File: src/rtl/nn_stream_pkg.sv
// Shared types and sizing helpers for the neuron datapath streaming blocks.
package nn_stream_pkg;

   typedef enum logic [1:0] {
      IDLE  = 2'd0,
      RUN   = 2'd1,
      DRAIN = 2'd2,
      DONE  = 2'd3
   } reader_state_t;

   // Words in flight plus one spare slot so a stalled consumer never forces a drop.
   function automatic int qdepth(input int read_latency);
      return read_latency + 1;
   endfunction

endpackage

File: src/rtl/fifo_burst_reader_skid_queue.sv
// Small register FIFO absorbing words that arrive while the consumer stalls.
module skid_queue #(
   parameter int WIDTH = 16,
   parameter int DEPTH = 2,
   parameter int CW    = $clog2(DEPTH + 1)
) (
   input  logic             clk,
   input  logic             reset,
   input  logic             push_i,
   input  logic             pop_i,
   input  logic [WIDTH-1:0] data_i,
   output logic [WIDTH-1:0] head_o,
   output logic [CW-1:0]    count_o
);

   localparam int PW = (DEPTH > 1) ? $clog2(DEPTH) : 1;

   logic [WIDTH-1:0] mem_q [DEPTH];
   logic [PW-1:0]    wr_ptr_q, rd_ptr_q;
   logic [CW-1:0]    count_q;

   function automatic logic [PW-1:0] bump(input logic [PW-1:0] p);
      return (p == PW'(DEPTH - 1)) ? '0 : p + 1'b1;
   endfunction

   always_ff @(posedge clk or posedge reset) begin
      if (reset) begin
         for (int k = 0; k < DEPTH; k++) mem_q[k] <= '0;
         wr_ptr_q <= '0;
         rd_ptr_q <= '0;
         count_q  <= '0;
      end else begin
         if (push_i) begin
            mem_q[wr_ptr_q] <= data_i;
            wr_ptr_q        <= bump(wr_ptr_q);
         end
         if (pop_i) rd_ptr_q <= bump(rd_ptr_q);
         case ({push_i, pop_i})
            2'b10:   count_q <= count_q + 1'b1;
            2'b01:   count_q <= count_q - 1'b1;
            default: count_q <= count_q;
         endcase
      end
   end

   assign head_o  = mem_q[rd_ptr_q];
   assign count_o = count_q;

endmodule

File: src/rtl/fifo_burst_reader.sv
// Pops a programmed burst from a Fifo and streams it out as valid/ready with a last marker.
//
// state | meaning
// IDLE  | waiting for start
// RUN   | issuing pops, words may still be delivered
// DRAIN | all pops issued, delivering remaining words
// DONE  | one-cycle done pulse, back to IDLE
module fifo_burst_reader
   import nn_stream_pkg::*;
#(
   parameter int WIDTH        = 16,
   parameter int LEN_W        = 8,
   parameter int READ_LATENCY = 1
) (
   input  logic             clk,
   input  logic             reset,
   input  logic             start,
   input  logic [LEN_W-1:0] burst_len,
   output logic             busy,
   output logic             done,
   input  logic             fifo_empty,
   output logic             fifo_read_update,
   input  logic [WIDTH-1:0] fifo_data,
   output logic             out_valid,
   input  logic             out_ready,
   output logic [WIDTH-1:0] out_data,
   output logic             out_last
);

   localparam int QDEPTH = qdepth(READ_LATENCY);
   localparam int CW     = $clog2(QDEPTH + 1);
   localparam int SW     = CW + 1;

   reader_state_t           state_q;
   logic [LEN_W-1:0]        issue_cnt_q, issue_cnt_d;
   logic [LEN_W-1:0]        deliver_cnt_q, deliver_cnt_d;
   logic                    busy_q, done_q;
   logic [READ_LATENCY-1:0] pipe_q;

   logic [CW-1:0]    q_count;
   logic [WIDTH-1:0] q_head;
   logic             q_empty, q_push, q_pop;
   logic             tail, xfer;
   logic [SW-1:0]    in_flight;

   always_comb begin
      in_flight = '0;
      for (int k = 0; k < READ_LATENCY; k++) in_flight = in_flight + SW'(pipe_q[k]);
   end

   assign tail    = pipe_q[READ_LATENCY-1];
   assign q_empty = (q_count == '0);

   // Credit: never have more words popped-or-queued than the queue can hold.
   assign fifo_read_update = (state_q == RUN) && (issue_cnt_q != '0) && !fifo_empty
                             && ((in_flight + SW'(q_count)) < SW'(QDEPTH));

   // A word arriving into an empty queue is presented straight away so the
   // consumer sees it READ_LATENCY cycles after its pop.
   assign out_valid = !q_empty || tail;
   assign xfer      = out_valid && out_ready;
   assign q_pop     = !q_empty && out_ready;
   assign q_push    = tail && !(q_empty && out_ready);
   assign out_last  = out_valid && (deliver_cnt_q == LEN_W'(1));

   always_comb begin
      out_data = '0;
      if (!q_empty)  out_data = q_head;
      else if (tail) out_data = fifo_data;
   end

   assign issue_cnt_d   = issue_cnt_q - LEN_W'(fifo_read_update && (issue_cnt_q != '0));
   assign deliver_cnt_d = deliver_cnt_q - LEN_W'(xfer && (deliver_cnt_q != '0));

   always_ff @(posedge clk or posedge reset) begin
      if (reset) begin
         state_q       <= IDLE;
         issue_cnt_q   <= '0;
         deliver_cnt_q <= '0;
         busy_q        <= 1'b0;
         done_q        <= 1'b0;
         pipe_q        <= '0;
      end else begin
         issue_cnt_q   <= issue_cnt_d;
         deliver_cnt_q <= deliver_cnt_d;
         done_q        <= 1'b0;
         pipe_q[0]     <= fifo_read_update;
         for (int k = 1; k < READ_LATENCY; k++) pipe_q[k] <= pipe_q[k-1];
         case (state_q)
            IDLE: begin
               if (start) begin
                  if (burst_len != '0) begin
                     state_q       <= RUN;
                     issue_cnt_q   <= burst_len;
                     deliver_cnt_q <= burst_len;
                     busy_q        <= 1'b1;
                  end else begin
                     state_q <= DONE;
                     done_q  <= 1'b1;
                  end
               end
            end
            RUN: begin
               if (issue_cnt_d == '0) state_q <= DRAIN;
            end
            DRAIN: begin
               if (deliver_cnt_d == '0) begin
                  state_q <= DONE;
                  done_q  <= 1'b1;
                  busy_q  <= 1'b0;
               end
            end
            DONE: state_q <= IDLE;
            default: state_q <= IDLE;
         endcase
      end
   end

   assign busy = busy_q;
   assign done = done_q;

   skid_queue #(
      .WIDTH (WIDTH),
      .DEPTH (QDEPTH)
   ) u_skid_queue (
      .clk     (clk),
      .reset   (reset),
      .push_i  (q_push),
      .pop_i   (q_pop),
      .data_i  (fifo_data),
      .head_o  (q_head),
      .count_o (q_count)
   );

endmodule

File: config.mk
export PLATFORM = sky130hd
export DESIGN_NAME = fifo_burst_reader
export DESIGN_NICKNAME = d
export VERILOG_FILES = /design/src/rtl/nn_stream_pkg.sv /design/src/rtl/fifo_burst_reader_skid_queue.sv /design/src/rtl/fifo_burst_reader.sv
export SDC_FILE = /design/constraint.sdc
export NUM_CORES = 1
export LEC_CHECK = 0
export ABC_CLOCK_PERIOD_IN_PS = 3200
export BUFFER_PORTS_ARGS = -buffer_cell sky130_fd_sc_hd__buf_2
export CORE_MARGIN = 5
export CORE_UTILIZATION = 37
export DETAILED_ROUTE_END_ITERATION = 10
export MAX_ROUTING_LAYER = met4
export SLEW_MARGIN = 10
export SYNTH_ARGS = -nofsm -noshare
export SYNTH_HDL_FRONTEND = slang
export SYNTH_SLANG_ARGS = --single-unit
File: constraint.sdc
create_clock -name clk -period 3.2 [get_ports clk]
set_clock_uncertainty 0.2 [all_clocks]
set_input_delay 0.64 -clock clk [delete_from_list [all_inputs] [get_ports clk]]
set_output_delay 0.64 -clock clk [all_outputs]
set_load 0.02 [all_outputs]
# [Word level (Yosys, flattened, before mapping)]
# Index checks and enable logic that the tools add are counted.
# Widths: inputs -> output; s select.
[totals] ff_bits=57 inputBits=29 out_inout_bits=21 wordCells=90
[classes] n_addsub=7 order_cmp=4 n_eq_ne=10 muxes=30 bitwise=2 reduce_logical=26
[op_table] operator="$mux 16" count=6
[op_table] operator="$mux 8" count=6
[op_table] operator="$bwmux 32" count=1
[op_table] operator="$reduce_bool 8->1" count=3
[op_table] operator="$demux 16 s1" count=1
[op_table] operator="$logic_not 8->1" count=2
[op_table] operator="$sub 8x1->8" count=2
[op_table] operator="$logic_and 1x1->1" count=11
[op_table] operator="$eq 8x1->1 const B" count=1
[op_table] operator="$mux 1" count=8
[op_table] operator="$mux 2" count=4
[op_table] operator="$pmux 2 s4" count=1
[op_table] operator="$eq 2x2->1 const B" count=3
[op_table] operator="$ne 2x2->1 const B" count=3
[op_table] operator="$eq 2x1->1 const B" count=2
[op_table] operator="$ge 2x2->1 const B" count=2
[op_table] operator="$logic_not 2->1" count=2
[op_table] operator="$not 1->2" count=2
[op_table] operator="$pmux 1 s2" count=2
[op_table] operator="$pmux 2 s2" count=1
[op_table] operator="$reduce_and 4->1" count=1
[op_table] operator="$reduce_bool 2->1" count=2
[op_table] operator="$add 1x2->3" count=1
[op_table] operator="$logic_not 1->1" count=3
[op_table] operator="8 further kinds" count=9

# [Depth between registers and ports, before layout]
[logic_depth] depth_word=9 mapped_depth=12 mapped_depth_nobuf=12

# [Hierarchy]
# A second synthesis with hierarchy kept.
[hier_totals] hier_cells=305 area_unflattened_um2=3091.7
[by_module_without_submodules] module="skid_queue" n_inst=1 cells_per_inst=99 area_per_inst_um2=1559.0 seq_area_each_um2=900.9
[by_module_without_submodules] module="fifo_burst_reader" n_inst=1 cells_per_inst=206 area_per_inst_um2=1532.7 seq_area_each_um2=525.5

# [Worst setup path before layout]
# No wires, ideal clock.
[synth_timing] path_type="register to register" start="register pipe_q" end="register state_q[1]" setup_ns=0.079 arrival_time_ns=2.791 required_time_ns=2.921 slack_ns=0.130 stages_incl_launch_ff=11 path_buffers=1 period_less_slack_ns=3.070 cell_sequence="dfrtp_1 > clkbuf_1 > or3_1 > o211a_1 > ha_1 > ha_1 > o21ai_0 > a22oi_1 > or3_1 > a221oi_2 > mux2i_1"
[synth_between] elab_cells_between_ends=14 cone_classes="3 x add/sub; 1 x order compare; 2 x eq/ne; 8 x reduce/logical"
[synth_rtl] element="from (decl)" line_no="fifo_burst_reader.sv:38" text="logic [READ_LATENCY-1:0] pipe_q;"
[synth_rtl] element="$logic_or 1x1->1" line_no="fifo_burst_reader.sv:60" text="assign out_valid = !q_empty || tail;"
[synth_rtl] element="via out_valid" line_no="fifo_burst_reader.sv:24" text="output logic out_valid,"
[synth_rtl] element="$logic_and 1x1->1" line_no="fifo_burst_reader.sv:61" text="assign xfer = out_valid && out_ready;"
[synth_rtl] element="$logic_and 1x1->1" line_no="fifo_burst_reader.sv:73" text="assign deliver_cnt_d = deliver_cnt_q - LEN_W'(xfer && (deliver_cnt_q != '0));"
[synth_rtl] element="$sub 8x1->8" line_no="fifo_burst_reader.sv:73"
[synth_rtl] element="$logic_not 8->1" line_no="fifo_burst_reader.sv:107" text="if (deliver_cnt_d == '0) begin"
[synth_rtl] element="$ne 2x2->1 (no source line)"
[synth_rtl] element="$reduce_and 3->1 (no source line)"
[synth_rtl] element="to (signal assigned)" line_no="fifo_burst_reader.sv:77" text="state_q <= IDLE;"
[synth_rtl] element="to (signal assigned)" line_no="fifo_burst_reader.sv:108" text="state_q <= DONE;"
[synth_rtl] element="to (signal assigned)" line_no="fifo_burst_reader.sv:113" text="DONE: state_q <= IDLE;"
[synth_rtl] element="to (decl)" line_no="fifo_burst_reader.sv:34" text="reader_state_t state_q;"
# The timed path passes the listed nets, and every way through them passes these cells.
# A chain may end at the register's enable or synchronous reset.

# [Worst setup path in the final report]
[layout_timing] start="register deliver_cnt_q[2]" end="register state_q[1]"
[layout_between] elab_chain_cells=6
[layout_rtl] element="from (decl)" line_no="fifo_burst_reader.sv:36" text="logic [LEN_W-1:0] deliver_cnt_q, deliver_cnt_d;"
[layout_rtl] element="from (signal assigned)" line_no="fifo_burst_reader.sv:85" text="deliver_cnt_q <= deliver_cnt_d;"
[layout_rtl] element="from (signal assigned)" line_no="fifo_burst_reader.sv:95" text="deliver_cnt_q <= burst_len;"
[layout_rtl] element="$reduce_bool 8->1" line_no="fifo_burst_reader.sv:73"
[layout_rtl] element="$logic_and 1x1->1" line_no="fifo_burst_reader.sv:73"
[layout_rtl] element="$sub 8x1->8 *" line_no="fifo_burst_reader.sv:73"
[layout_rtl] element="$logic_not 8->1 *" line_no="fifo_burst_reader.sv:107"
[layout_rtl] element="$ne 2x2->1 (no source line) *"
[layout_rtl] element="$reduce_and 3->1 (no source line) *"
# Mark *: on every way between the ends. The rest lies on a longest branch, timed or not.

==> results.ini <==
[detailed_routing]
ant_nets=0
drt_iter0_markers=82
post_drt_wl_per_cell_um=14.8
drc=0
via_per_inst=5.19
first_pass_iters=4
drt-total-wl_um=6500
vias=2279

[timing]
slew_headroom_pct=50.8
max_freq_mhz=326
finalSetupViolCount=0
worst_pin_slew_ns=0.738
final.min_clock_period_ns=3.07
drv_slew=0
worst_slack_ns=0.131
final_hold_viol_count=0
layout_worst_path_cycle_share_pct=95.9

[global_route]
use_met3_pct=4.77
grt_max_degree=35
grt.busiest_layer=met2
grtUsageTotal_pct=14.1
grt_overflow=0
grt_pass1_vias=2260
use_met1_pct=16.6
grt_use_met2_pct=23.0
grt_pass1_wl_um=10700
antenna_found_initial=0

[logic_synthesis]
synth-edff-count=0
synth_compound_area_share_pct=9.06
syn_area_um2=2970
synth_simple_gate_area_share_pct=13.4
synthXorXnorAreaFrac_pct=5.31
ys_warn_count=0
ys_types=40
yosys_most_used_dff=dfrtp_1
synth.area.mux_share_pct=18.2
syn_nets=310
avgSynthCellArea_um2=10.9
async_reset_ff_share_pct=100
synth_area_leaders=dfrtp_1, mux2_2, mux2i_1
synthAdderAreaFrac_pct=3.37
synthTopCellsByCount=dfrtp_1, o21ai_0, mux2_2, nand3_1
synth_top_area_share_pct=48.1
synth_top_family_by_area=multiplexers
synthCells=273
synth_top_area_cell=dfrtp_1
synth_seq_area_share_pct=48.1
post-synth-top-count-cell=dfrtp_1
synth-seq-cells=57

[clock_tree]
htree_num_levels=3
cts_root_buf=clkbuf_8
cts_buffer_depth=2
path_clk_slew_ns=0.07
cts_tree=yes
post_cts_hold_buffer_count=0
clkLatencyLatePin_ns=0.33
cts_sinks=57
numCtsBuffers=9

[pwr]
leakage_uw=0.00162
peakVddDrop_v=0.000386
power.density_nw_per_um2=1030

[setup_path]
cp.required_ns=3.25
worstSetupStartpoint=deliver_cnt_q[2]
crit_fanout=6
critPathLaunchType=flop
endpoint_kind=flop
crit_type=reg -> reg
critPathArrivalTime_ns=3.12
timing.rr.start=deliver_cnt_q[2]

[layout]
nNetsFinal=369
fin_area_um2=3640
syn_to_final_growth_pct=22.6
filler_cell_count=736
drive_gt1_share_pct=35.6
diodes=0
utilization_pct=46.8

[die]
row_count=32
pin_count=50
fp.dieH_um=99.6
dieArea_um2=9910
die_w_um=99.6
start_util_pct=38.2
coreArea_um2=7770

[place]
routabilityCongestion=0.801
placed_cell_area_um2=3380
port_buffers=49
hpwl_um=4560
post-place-ws_ns=0.0390

[flow_run]
maxCapViolations=0

[hold_path]
hold_class=in -> async

[run_status]
outcome=completed

-- layer usage --
metal	part of all wire, %	wire length, um	up-vias
li1	-	-	1087
met1	44	2840	1120
met5	0	0	-
met3	6.3	411	10
met2	49	3150	62
met4	1.5	96	0
-- worst max-delay path, stage by stage, from the launching register on --
cell and delay (ns):
dfrtp_1 0.45, nor3_4 0.26, nand3_1 0.14, o211a_1 0.23
ha_1 0.21, ha_1 0.22, buf_4 0.16, nor2_1 0.09
a2bb2oi_1 0.08, or3_1 0.38, a221oi_2 0.34, mux2i_1 0.24
-- power breakdown --
group / internal [uW] / leakage (uW) / total (uW) / switching, uW
registers: 1070 / 0.000695 / 1310 / 241
logic: 795 / 0.000826 / 1750 / 955
clock network: 402 / 0.000103 / 687 / 285
-- cells by family (layout without fill, tap and decap cells) --
group                      Yosys count  in the layout
xor gates and xnor gates            18             18
DFF                                 57             57
muxes                               50             50
buffers and inverters               19             83
adders and majority gates            8              8
AOI/OAI and AO/OA                   45             45
and+or+nand+nor                     76             76
-- area by class of cell --
cell class / instances / area (um^2) / share of cell area [%]
Clock buffer: 12 / 155 / 4.27
Clock inverter: 4 / 51.3 / 1.41
Inverter: 8 / 30.0 / 0.826
Multi-Input combinational cell: 197 / 1510 / 41.6
Sequential cell: 57 / 1430 / 39.2
Tap cell: 102 / 128 / 3.51
Timing Repair Buffer: 59 / 333 / 9.15
-- per-stage QoR --
stage | hold WS, ns | TNS (ns) | std cells | power, uW
finish | 0.148 | 0 | 439 | 3750
global route | 0.187 | -0.0204 | 439 | 4030
CTS | 0.151 | 0 | 438 | 3730
detailed placement | 0.294 | 0 | 422 | 3030
global placement | 0.287 | 0 | 422 | 2990
floorplan | 0.268 | 0 | 273 | 2530
-- worst paths after layout --
path	end	slack, ns	cells past startpoint
worst max-delay path	state_q[1]	0.13	11
worst min-delay path	state_q[1]	0.15	2
worst max register to register	state_q[1]	0.13	11
worst min register to register	u_skid_queue.mem_q[29]	0.31	1
max in group asynchronous	u_skid_queue.mem_q[19]	2.09	3
min in group clk	u_skid_queue.mem_q[29]	0.31	1
-- sequential cells by signal, summed over array words and instances (netlist names) --
signal	count
state_q	2
done	1
deliver_cnt_q	8
u_skid_queue.rd_ptr_q	1
u_skid_queue.count_o	2
busy	1
pipe_q	1
u_skid_queue.mem_q	32
u_skid_queue.wr_ptr_q	1
issue_cnt_q	8
-- what timing repair did --
action                     CTS  global route
buffers inserted             0             1
gates resized for setup      0            10
setup endpoints to repair    0             2
-- cells in the final DEF, fill, tap and decap left out, types with 3 or more instances in the layout --
master and n:
buf_2 49, buf_4 9, clkbuf_8 11, dfrtp_1 57
ha_1 6, inv_1 7, mux2_2 32, mux2i_1 18
nand2_1 18, nand2b_1 3, nand3_1 20, nor2_1 9
nor2b_1 3, o21ai_0 33, or3_1 4, xnor2_1 10
xor2_1 7
Power figures use the tool's default switching activity.
